**src/rtl/mac_sched_pkg.sv**
```systemverilog
// Shared types, widths and helpers for the MAC scheduler slice.
// The round-robin pick lives here so it can be reused by other arbiters.
package mac_sched_pkg;

   localparam int unsigned OP_W   = 8;
   localparam int unsigned ACC_W  = 16;
   localparam int unsigned RR_MAX = 32;

   typedef enum logic [1:0] {
      StIdle,
      StStream,
      StDrain,
      StResult
   } state_t;

   function automatic int unsigned ID_W(input int unsigned n);
      return (n > 1) ? $clog2(n) : 1;
   endfunction

   function automatic int unsigned LEN_W(input int unsigned m);
      return $clog2(m + 1);
   endfunction

   // First set bit of valid searching upward from ptr+1, wrapping at n.
   function automatic logic [4:0] rr_pick(input logic [RR_MAX-1:0] valid,
                                          input logic [4:0]        ptr,
                                          input int unsigned       n);
      logic [5:0] idx;
      logic       found;
      rr_pick = '0;
      found   = 1'b0;
      for (int unsigned k = 1; k <= RR_MAX; k++) begin
         idx = {1'b0, ptr} + 6'(k);
         if (idx >= 6'(n)) idx = idx - 6'(n);
         if (k <= n && !found && valid[idx[4:0]]) begin
            found   = 1'b1;
            rr_pick = idx[4:0];
         end
      end
   endfunction

endpackage

```
**src/rtl/mac_core.sv**
```systemverilog
// Two-stage signed MAC: stage 1 registers operands, stage 2 accumulates with
// sticky signed overflow. clr empties the pipeline and the accumulator.
module mac_core
   import mac_sched_pkg::*;
(
   input  logic                    clk,
   input  logic                    reset,
   input  logic                    clr,
   input  logic                    en,
   input  logic signed [OP_W-1:0]  a,
   input  logic signed [OP_W-1:0]  b,
   output logic signed [ACC_W-1:0] f,
   output logic                    overflow
);

   logic signed [OP_W-1:0]  a_q, b_q;
   logic                    v_q;
   logic signed [ACC_W-1:0] prod, sum;
   logic                    ovf_now;

   // Full-width product: -128 * -128 = 16384 still fits in 16 bits.
   always_comb begin
      prod    = ACC_W'(a_q) * ACC_W'(b_q);
      sum     = f + prod;
      ovf_now = (prod[ACC_W-1] == f[ACC_W-1]) && (sum[ACC_W-1] != f[ACC_W-1]);
   end

   always_ff @(posedge clk) begin
      if (reset || clr) begin
         a_q      <= '0;
         b_q      <= '0;
         v_q      <= 1'b0;
         f        <= '0;
         overflow <= 1'b0;
      end else begin
         v_q <= en;
         if (en) begin
            a_q <= a;
            b_q <= b;
         end
         if (v_q) begin
            f <= sum;
            if (ovf_now) overflow <= 1'b1;
         end
      end
   end

endmodule

```
**src/rtl/mac_scheduler.sv**
```systemverilog
// Round-robin scheduler sharing one MAC between N_REQ operand streams, one
// whole vector per grant, with a tagged valid/ready result port.
module mac_scheduler
   import mac_sched_pkg::*;
#(
   parameter int unsigned N_REQ   = 4,
   parameter int unsigned MAX_LEN = 16
) (
   input  logic                               clk,
   input  logic                               reset,
   input  logic [N_REQ-1:0]                   req_valid,
   output logic [N_REQ-1:0]                   req_ready,
   input  logic [N_REQ-1:0][OP_W-1:0]         req_a,
   input  logic [N_REQ-1:0][OP_W-1:0]         req_b,
   input  logic [N_REQ-1:0]                   req_last,
   output logic                               res_valid,
   input  logic                               res_ready,
   output logic signed [ACC_W-1:0]            res_f,
   output logic                               res_overflow,
   output logic                               res_trunc,
   output logic [ID_W(N_REQ)-1:0]             res_id,
   output logic [LEN_W(MAX_LEN)-1:0]          res_len,
   output logic                               busy
);

   localparam int unsigned IdW  = ID_W(N_REQ);
   localparam int unsigned LenW = LEN_W(MAX_LEN);
   localparam logic [N_REQ-1:0] OneHot0 = N_REQ'(1);

   state_t              state;
   logic [IdW-1:0]      ptr;
   logic [4:0]          pick;
   logic [IdW-1:0]      grant;
   logic                hs;
   logic [LenW-1:0]     len_nxt;
   logic                mac_clr;
   logic signed [OP_W-1:0] a_sel, b_sel;

   always_comb begin
      pick    = rr_pick(RR_MAX'(req_valid), 5'(ptr), N_REQ);
      grant   = IdW'(pick);
      hs      = (state == StStream) && req_valid[res_id] && req_ready[res_id];
      len_nxt = res_len + LenW'(1);
      mac_clr = (state == StIdle);
      a_sel   = $signed(req_a[res_id]);
      b_sel   = $signed(req_b[res_id]);
   end

   always_ff @(posedge clk) begin
      if (reset) begin
         state     <= StIdle;
         ptr       <= IdW'(N_REQ - 1);
         res_id    <= '0;
         res_len   <= '0;
         res_trunc <= 1'b0;
         req_ready <= '0;
         res_valid <= 1'b0;
         busy      <= 1'b0;
      end else begin
         unique case (state)
            StIdle: begin
               if (|req_valid) begin
                  res_id    <= grant;
                  res_len   <= '0;
                  res_trunc <= 1'b0;
                  req_ready <= OneHot0 << grant;
                  busy      <= 1'b1;
                  state     <= StStream;
               end
            end
            StStream: begin
               if (hs) begin
                  res_len <= len_nxt;
                  // A MAX_LEN-th beat without last closes the vector; the rest
                  // of that stream re-arbitrates as a new vector.
                  if (req_last[res_id] || len_nxt == LenW'(MAX_LEN)) begin
                     res_trunc <= !req_last[res_id];
                     req_ready <= '0;
                     state     <= StDrain;
                  end
               end
            end
            StDrain: begin
               res_valid <= 1'b1;
               state     <= StResult;
            end
            StResult: begin
               if (res_ready) begin
                  res_valid <= 1'b0;
                  busy      <= 1'b0;
                  ptr       <= res_id;
                  state     <= StIdle;
               end
            end
            default: state <= StIdle;
         endcase
      end
   end

   mac_core u_mac_core (
      .clk      (clk),
      .reset    (reset),
      .clr      (mac_clr),
      .en       (hs),
      .a        (a_sel),
      .b        (b_sel),
      .f        (res_f),
      .overflow (res_overflow)
   );

endmodule

```
**config.mk**
```make
export PLATFORM = sky130hd
export DESIGN_NAME = mac_scheduler
export DESIGN_NICKNAME = d
export VERILOG_FILES = /design/src/rtl/mac_sched_pkg.sv /design/src/rtl/mac_core.sv /design/src/rtl/mac_scheduler.sv
export SDC_FILE = /design/constraint.sdc
export NUM_CORES = 1
export LEC_CHECK = 0
export CORE_MARGIN = 8
export CORE_UTILIZATION = 50
export CTS_BUF_LIST = sky130_fd_sc_hd__clkbuf_8
export CTS_CLUSTER_DIAMETER = 50
export DETAILED_ROUTE_END_ITERATION = 16
export GPL_TIMING_DRIVEN = 0
export PLACE_DENSITY = 0.86
export RECOVER_POWER = 25
export SLEW_MARGIN = 15
export SYNTH_ARGS = -nofsm -noshare
export SYNTH_HDL_FRONTEND = slang
export SYNTH_SLANG_ARGS = --single-unit
export TNS_END_PERCENT = 1
```
**constraint.sdc**
```tcl
create_clock -name clk -period 5.46 [get_ports clk]
set_clock_uncertainty 0.1 [all_clocks]
set_input_delay 0.819 -clock clk [delete_from_list [all_inputs] [get_ports clk]]
set_output_delay 0.819 -clock clk [all_outputs]
set_load 0.01 [all_outputs]
```
# Yosys cells after proc, flatten, opt, wreduce, memory -nomap -nowiden
# Index checks and enable logic that the tools add are counted.
[totals]
inputBits = 75
out_inout_bits = 31
register_bits = 52
[op_classes]
eq_ne = 10
n_reduce_logical = 25
shift = 1
muxes = 49
mul = 1
n_addsub = 10
order_cmp = 9
[op_table]
columns = ["op", "count"]
rows = [
  ["binary-select mux 8 bit (select 2 bit)", 2],
  ["2-to-1 mux 5 bit", 6],
  ["< comparator 5 x 6 -> 1 bit, second input constant", 4],
  ["binary-select mux 1 bit (select 5 bit)", 4],
  ["adder 16 bit", 1],
  ["multiplier 8 x 8 -> 16 bit", 1],
  ["2-to-1 mux 2 bit", 8],
  ["2-to-1 mux 8 bit", 2],
  ["2-to-1 mux 1 bit", 15],
  ["2-to-1 mux 4 bit", 3],
  ["subtractor 3 x 3 -> 4 bit, second input constant", 3],
  ["case mux 5 bit (2 select lines)", 1],
  ["greater-or-equal comparator 3 bit, second input constant", 3],
  ["case mux 2 bit (4 select lines)", 1],
  ["case mux 4 bit (2 select lines)", 1],
  ["AND reduction 2 bit", 4],
  ["AND reduction 4 bit", 2],
  ["adder 2 x 2 -> 3 bit, second input constant", 2],
  ["binary-select mux 1 bit (select 2 bit)", 3],
  ["logical AND 1 bit", 6],
  ["case mux 1 bit (2 select lines)", 3],
  ["AND reduction 3 bit", 2],
  ["nonzero test 2 bit", 3],
  ["adder 5 x 1 -> 5 bit, second input constant", 1],
  ["17 further kinds", 24],
]

# Depth between registers and ports, before layout
[depth]
ltp_word = 18
ltp_mapped = 24
depth_no_buf = 24

# By module
# A second synthesis with hierarchy kept.
[unflattened]
cells_unflattened = 653
hier_area_um2 = 6019.5
[by_module_without_submodules]
columns = ["module", "instances", "cells_per_inst", "area_per_inst_um2", "seq_area_each_um2"]
rows = [
  ["mac_core", 1, 492, 4400.5, 680.7],
  ["mac_scheduler", 1, 161, 1619.1, 360.3],
]

# Worst setup path before layout
# Ideal clock, no wire load.
[synth_path]
kind = "register to register"
from = "register u_mac_core.b_q[4]"
to = "register u_mac_core.f[15]"
setup_time_ps = 72
slack_ps = -128
n_path_buf = 0
synth_period_minus_slack_ps = 5588
path_stages_with_launch = 24
t_arrival_ps = 5416
required_ps = 5288
cell_sequence = "dfxtp_1 and2_1 fa_1 inv_1 fa_1 inv_1 fa_1 inv_1 fa_1 inv_1 ha_1 a21oi_1 o21bai_1 a21oi_1 o21ai_1 or4_1 nand3_1 ha_1 a21o_1 or3_1 a21oi_1 nor3_1 mux2i_1 mux2i_1"
[synth_via]
elab_chain_len = 2
[synth_rtl]
columns = ["element", "line", "rtl"]
rows = [
  ["start: declaration", "mac_core.sv:16", "logic signed [OP_W-1:0] a_q, b_q;"],
  ["start signal: assignment", "mac_core.sv:31", "b_q <= '0;"],
  ["start signal: assignment", "mac_core.sv:39", "b_q <= b;"],
  ["multiplier 8 x 8 -> 16 bit", "mac_core.sv:23", "prod = ACC_W'(a_q) * ACC_W'(b_q);"],
  ["adder 16 bit", "mac_core.sv:24", "sum = f + prod;"],
  ["end signal: assignment", "mac_core.sv:42", "f <= sum;"],
  ["end: declaration", "mac_core.sv:12", "output logic signed [ACC_W-1:0] f,"],
]
# No other way between the ends.
# A chain may end at the register's enable or synchronous reset.

# Final worst setup path
[layout_path]
from = "register u_mac_core.b_q[0]"
to = "register u_mac_core.f[15]"
# The elaborated chain is that of the path after synthesis.

==> run summary <==
The run finished, with violations left. The checks that failed: setup timing. The clock insertion delay at the later pin of the skew report was 0.33 ns. The post-route clock period utilization was 104.5%.

In this run the mean area of a mapped cell was 8.746 sq um. After global routing the overflow that remains totals 0. After detailed routing, the number of vias per cell comes to 5.563. The area growth from synthesis to layout is 30.05%. The net count after synthesis came out at 870.

Across every metal layer, demand over resource in global routing totals 20.27%. For the number of maximum-capacitance constraint violations, the log shows 0. The total via count in the routed design is 5396.

The antenna cell count is 0. The shortest clock period the worst path allows after layout came out at 5.706 ns. The ratio of total power to cell area works out to 162.4 mW/mm^2. The analysis attributes to cell leakage a power of 3.405 nW. The critical path is of the reg -> reg type.

The tools report the count of endpoints failing hold in the final timing report as 0. In this run the most critical hold path is launched from u_mac_core.overflow. For this configuration, the core starts out at a cell density of 50.51%. After detailed routing, the average wire length per cell comes to 16.32 um. STA classifies the critical path endpoint as a register. The run gives 0 as the total of warnings raised by yosys.

The floorplan step defined a die boundary enclosing 0.01574 sq mm. The number of enable flip-flop cells after synthesis is 0, and the number of levels in the clock H-tree is 2. The first global-routing pass estimated 26.54 mm of wire. Across the VDD grid, the largest voltage drop is 0.0001986 V. The path category of the worst min-delay check was reg -> reg.

After detailed placement, the total cell area comes to 0.007264 sq mm. The slew at the pin closest to its max-slew limit is 0.9084 ns, and the count of input and output buffers is 104. Commonest register cell after synthesis: dfxtp_1.

The die extent in x is 125.5 um. At the end of routability-driven placement, the weighted congestion stood at 0.8892. The number of design-rule violations left by the first detailed-router iteration is 364.

After synthesis, the largest area contributor takes up 18.71% of total cell area. Setup repair after global routing could not meet its margin everywhere. The logs give 909 for the number of fillers in the final layout and 12.24 mm for the half-perimeter wire length after detailed placement.

Sequential elements use 17.38% of the synthesized area. The clock passes through at most 2 buffers. The internal reg-to-reg setup slack is -0.25 ns, and the area inside the core boundary is 0.01186 sq mm.

The proportion of layout cells with a drive suffix above 1 came out at 15.31%. Ranked by total cell area, the synthesized netlist is headed by fa_1 (19%), dfxtp_1 (17%), ha_1 (11%), mux4_2 (6.8%), inv_1 (6.3%). TritonCTS built the clock tree. The die is 125.5 um tall. The worst hold path stage count is 2. The first detailed-routing pass ran for 7 iterations. The logs give 20 for the maximum number of pins on one net before global-route repair and 39.44% for the worst slew margin relative to its limit. After technology mapping, the gate count stands at 685. Counting flops with an async set or reset pin after synthesis yields a share of 0%.

Row generation in the floorplan step produced 40 rows. Type of origin of the critical path: a register. The post-detailed-route count of antenna-violating nets is 0. The tools report the number of pins exceeding their max-slew limit in the final report as 0.

The minimum setup slack in the final design was -0.2465 ns. In this run the worst path has a maximum fanout of 6. The tools report the final layout net count as 1007.

For this run, design rule violations remaining after detail routing come to 0. TritonCTS created 5 clock buffers. Wires add up to 15.84 mm. Synthesis instantiated 64 different standard cells from the library.

The endpoint identified for the worst register-to-register timing path is u_mac_core.f[15]. At the worst endpoint, the required time is 5.63 ns. The tools report the master cell of the clock root buffer as clkbuf_8.

106 I/O pins were placed. The final core utilization is 65.69%. The clock net in this run drives a total of 52 sinks. The leading area contributor after synthesis was fa_1. The post-synthesis sequential element count is 52. The logs give 5699 for the number of global-route vias before repair and 0.001265 W for the post-layout total power. Mapped cell area: 0.005991 sq mm.

Setup violations remaining at the end of the flow were counted as 4. Clock-pin slew reported for the worst setup and hold paths after clock tree synthesis: 0.12 ns. The number of cells traversed by the worst register-to-register path was 23; the post-route cell area was 0.007791 sq mm. Static timing analysis puts the maximum clock frequency at 175.2 MHz. The number of antenna violations at the first check in global routing was 0. The tools report the startpoint of the worst-slack reg-to-reg timing path as u_mac_core.b_q[0]. The tools report the end point of the most critical hold path as u_mac_core.overflow. Data arrives at the worst endpoint at 5.87 ns. The pre-CTS setup slack was -0.4459 ns.
-- Yosys cell counts (2+ instances only) --
library cell  count
nand3_1          15
o211ai_1          3
a22o_1            2
o21ai_0           9
or3_1             6
nand2_1          69
ha_1             54
o2bb2ai_1         2
fa_1             56
o21bai_1          2
xor2_1            6
mux2i_1          15
o21a_1            3
buf_1             4
mux4_2           18
a311o_1           2
nor2b_1           5
nor2_1           42
o31ai_2           2
nand2b_1          6
a21o_1            8
buf_2             4
dfxtp_1          52
nor3_1            9
a21oi_1          50
nand4_1           3
a32oi_1           2
clkbuf_1         10
a311oi_1          3
a31oi_1           2
or2_1             3
nor4_1            2
xnor2_1          18
and3_1            5
a211oi_1          7
nor3b_1           2
and2_1           44
inv_1           101
or2_2             2
a41oi_1           2
a21boi_1          2
a211o_1           3
o21ai_1           9
-- worst max path at each step --
stage,cells after the start,slack (ns),from,to
floorplan,23,0.04,u_mac_core.b_q[4],u_mac_core.f[15]
global placement,21,-0.32,u_mac_core.b_q[7],u_mac_core.overflow
detailed placement,21,-0.45,u_mac_core.b_q[7],u_mac_core.overflow
CTS,22,-0.20,u_mac_core.a_q[5],u_mac_core.overflow
global route,24,-0.43,u_mac_core.a_q[5],u_mac_core.f[15]
finish,23,-0.25,u_mac_core.b_q[0],u_mac_core.f[15]
-- where the power goes --
| part | internal, W | leakage (nW) | switching, W |
|---|---|---|---|
| clock | 0.0000972 | 0.0515 | 0.000161 |
| combinational | 0.000256 | 2.92 | 0.000309 |
| sequential | 0.000405 | 0.432 | 0.0000369 |
| total | 0.000758 | 3.41 | 0.000507 |
-- cell type report --
cell class / instances / area, sq um / share of cell area (%)
Sequential cell: 52 / 1091 / 14.00
Tap cell: 147 / 183.9 / 2.361
Clock inverter: 3 / 33.78 / 0.4336
Inverter: 102 / 382.9 / 4.914
Clock buffer: 5 / 68.82 / 0.8833
Timing Repair Buffer: 130 / 1240 / 15.91
Buffer: 19 / 82.58 / 1.060
Multi-Input combinational cell: 512 / 4708 / 60.43
-- worst max-delay path, stage by stage (launching register included) --
cell and delay (ns):
dfxtp_4 0.40, and2_4 0.16, ha_1 0.31, fa_1 0.55, inv_1 0.05, fa_1 0.48, fa_1 0.53, inv_2 0.05
ha_4 0.25, a21o_1 0.21, a21oi_4 0.17, o21bai_2 0.11, a21oi_2 0.16, buf_4 0.13, o21ai_2 0.06, or4_1 0.42
nand3_2 0.10, ha_4 0.22, a21o_1 0.20, or3_1 0.32, a21oi_2 0.19, nor3_1 0.09, mux2i_1 0.18, mux2i_1 0.19
-- registers in the layout, summed over array words and instances, names as in the netlist --
signal               cells
busy                     1
ptr                      2
req_ready                4
res_id                   2
res_len                  5
res_trunc                1
res_valid                1
state                    2
u_mac_core.a_q           8
u_mac_core.b_q           8
u_mac_core.f            16
u_mac_core.overflow      1
u_mac_core.v_q           1
-- per-layer routing --
metal,up-vias,share of wire (%),track usage [%]
li1,2575,-,-
met1,2600,41,23.98
met2,197,49,35.57
met3,24,7.8,5.907
met4,0,1.4,4.226
met5,-,0,0
-- what timing repair did --
action	4_1_cts	5_1_grt
pin swaps	35	7
setup buffers	23	3
endpoints found under the setup margin	4	6
hold endpoints to repair	0	0
hold buffers	0	0
resized for setup	63	13
-- placed cells by master, fill, tap and decap left out, drive strengths merged, types with 33 or more instances in the layout --
cell type      netlist  routed
nand2               69      69
and2                45      45
nor2                42      42
buf                  9      33
clkdlybuf4s50        0      90
inv                101     102
dfxtp               52      52
ha                  54      54
a21oi               51      51
fa                  56      56
-- cell families after synthesis --
logic type      Yosys count  synth area share (%)
simple gates            220                 18.21
compound gates          123                 13.47
fa+ha+maj               110                 29.99
xor+xnor                 24                 3.509
mux                      35                 9.649
flops                    52                 17.38
buf+inv                 121                 7.790
-- stage by stage --
| stage | setup TNS (ns) | instances | hold WS, ns |
|---|---|---|---|
| 2_1_floorplan | 0 | 685 | 0.3879 |
| 3_3_place_gp | -1.085 | 936 | 0.3536 |
| 3_5_place_dp | -1.455 | 936 | 0.3675 |
| 4_1_cts | -0.5368 | 967 | 0.3956 |
| 5_1_grt | -1.527 | 970 | 0.4266 |
| 6_report | -0.6158 | 970 | 0.3811 |
No activity file was read; power rests on OpenSTA's default activity.
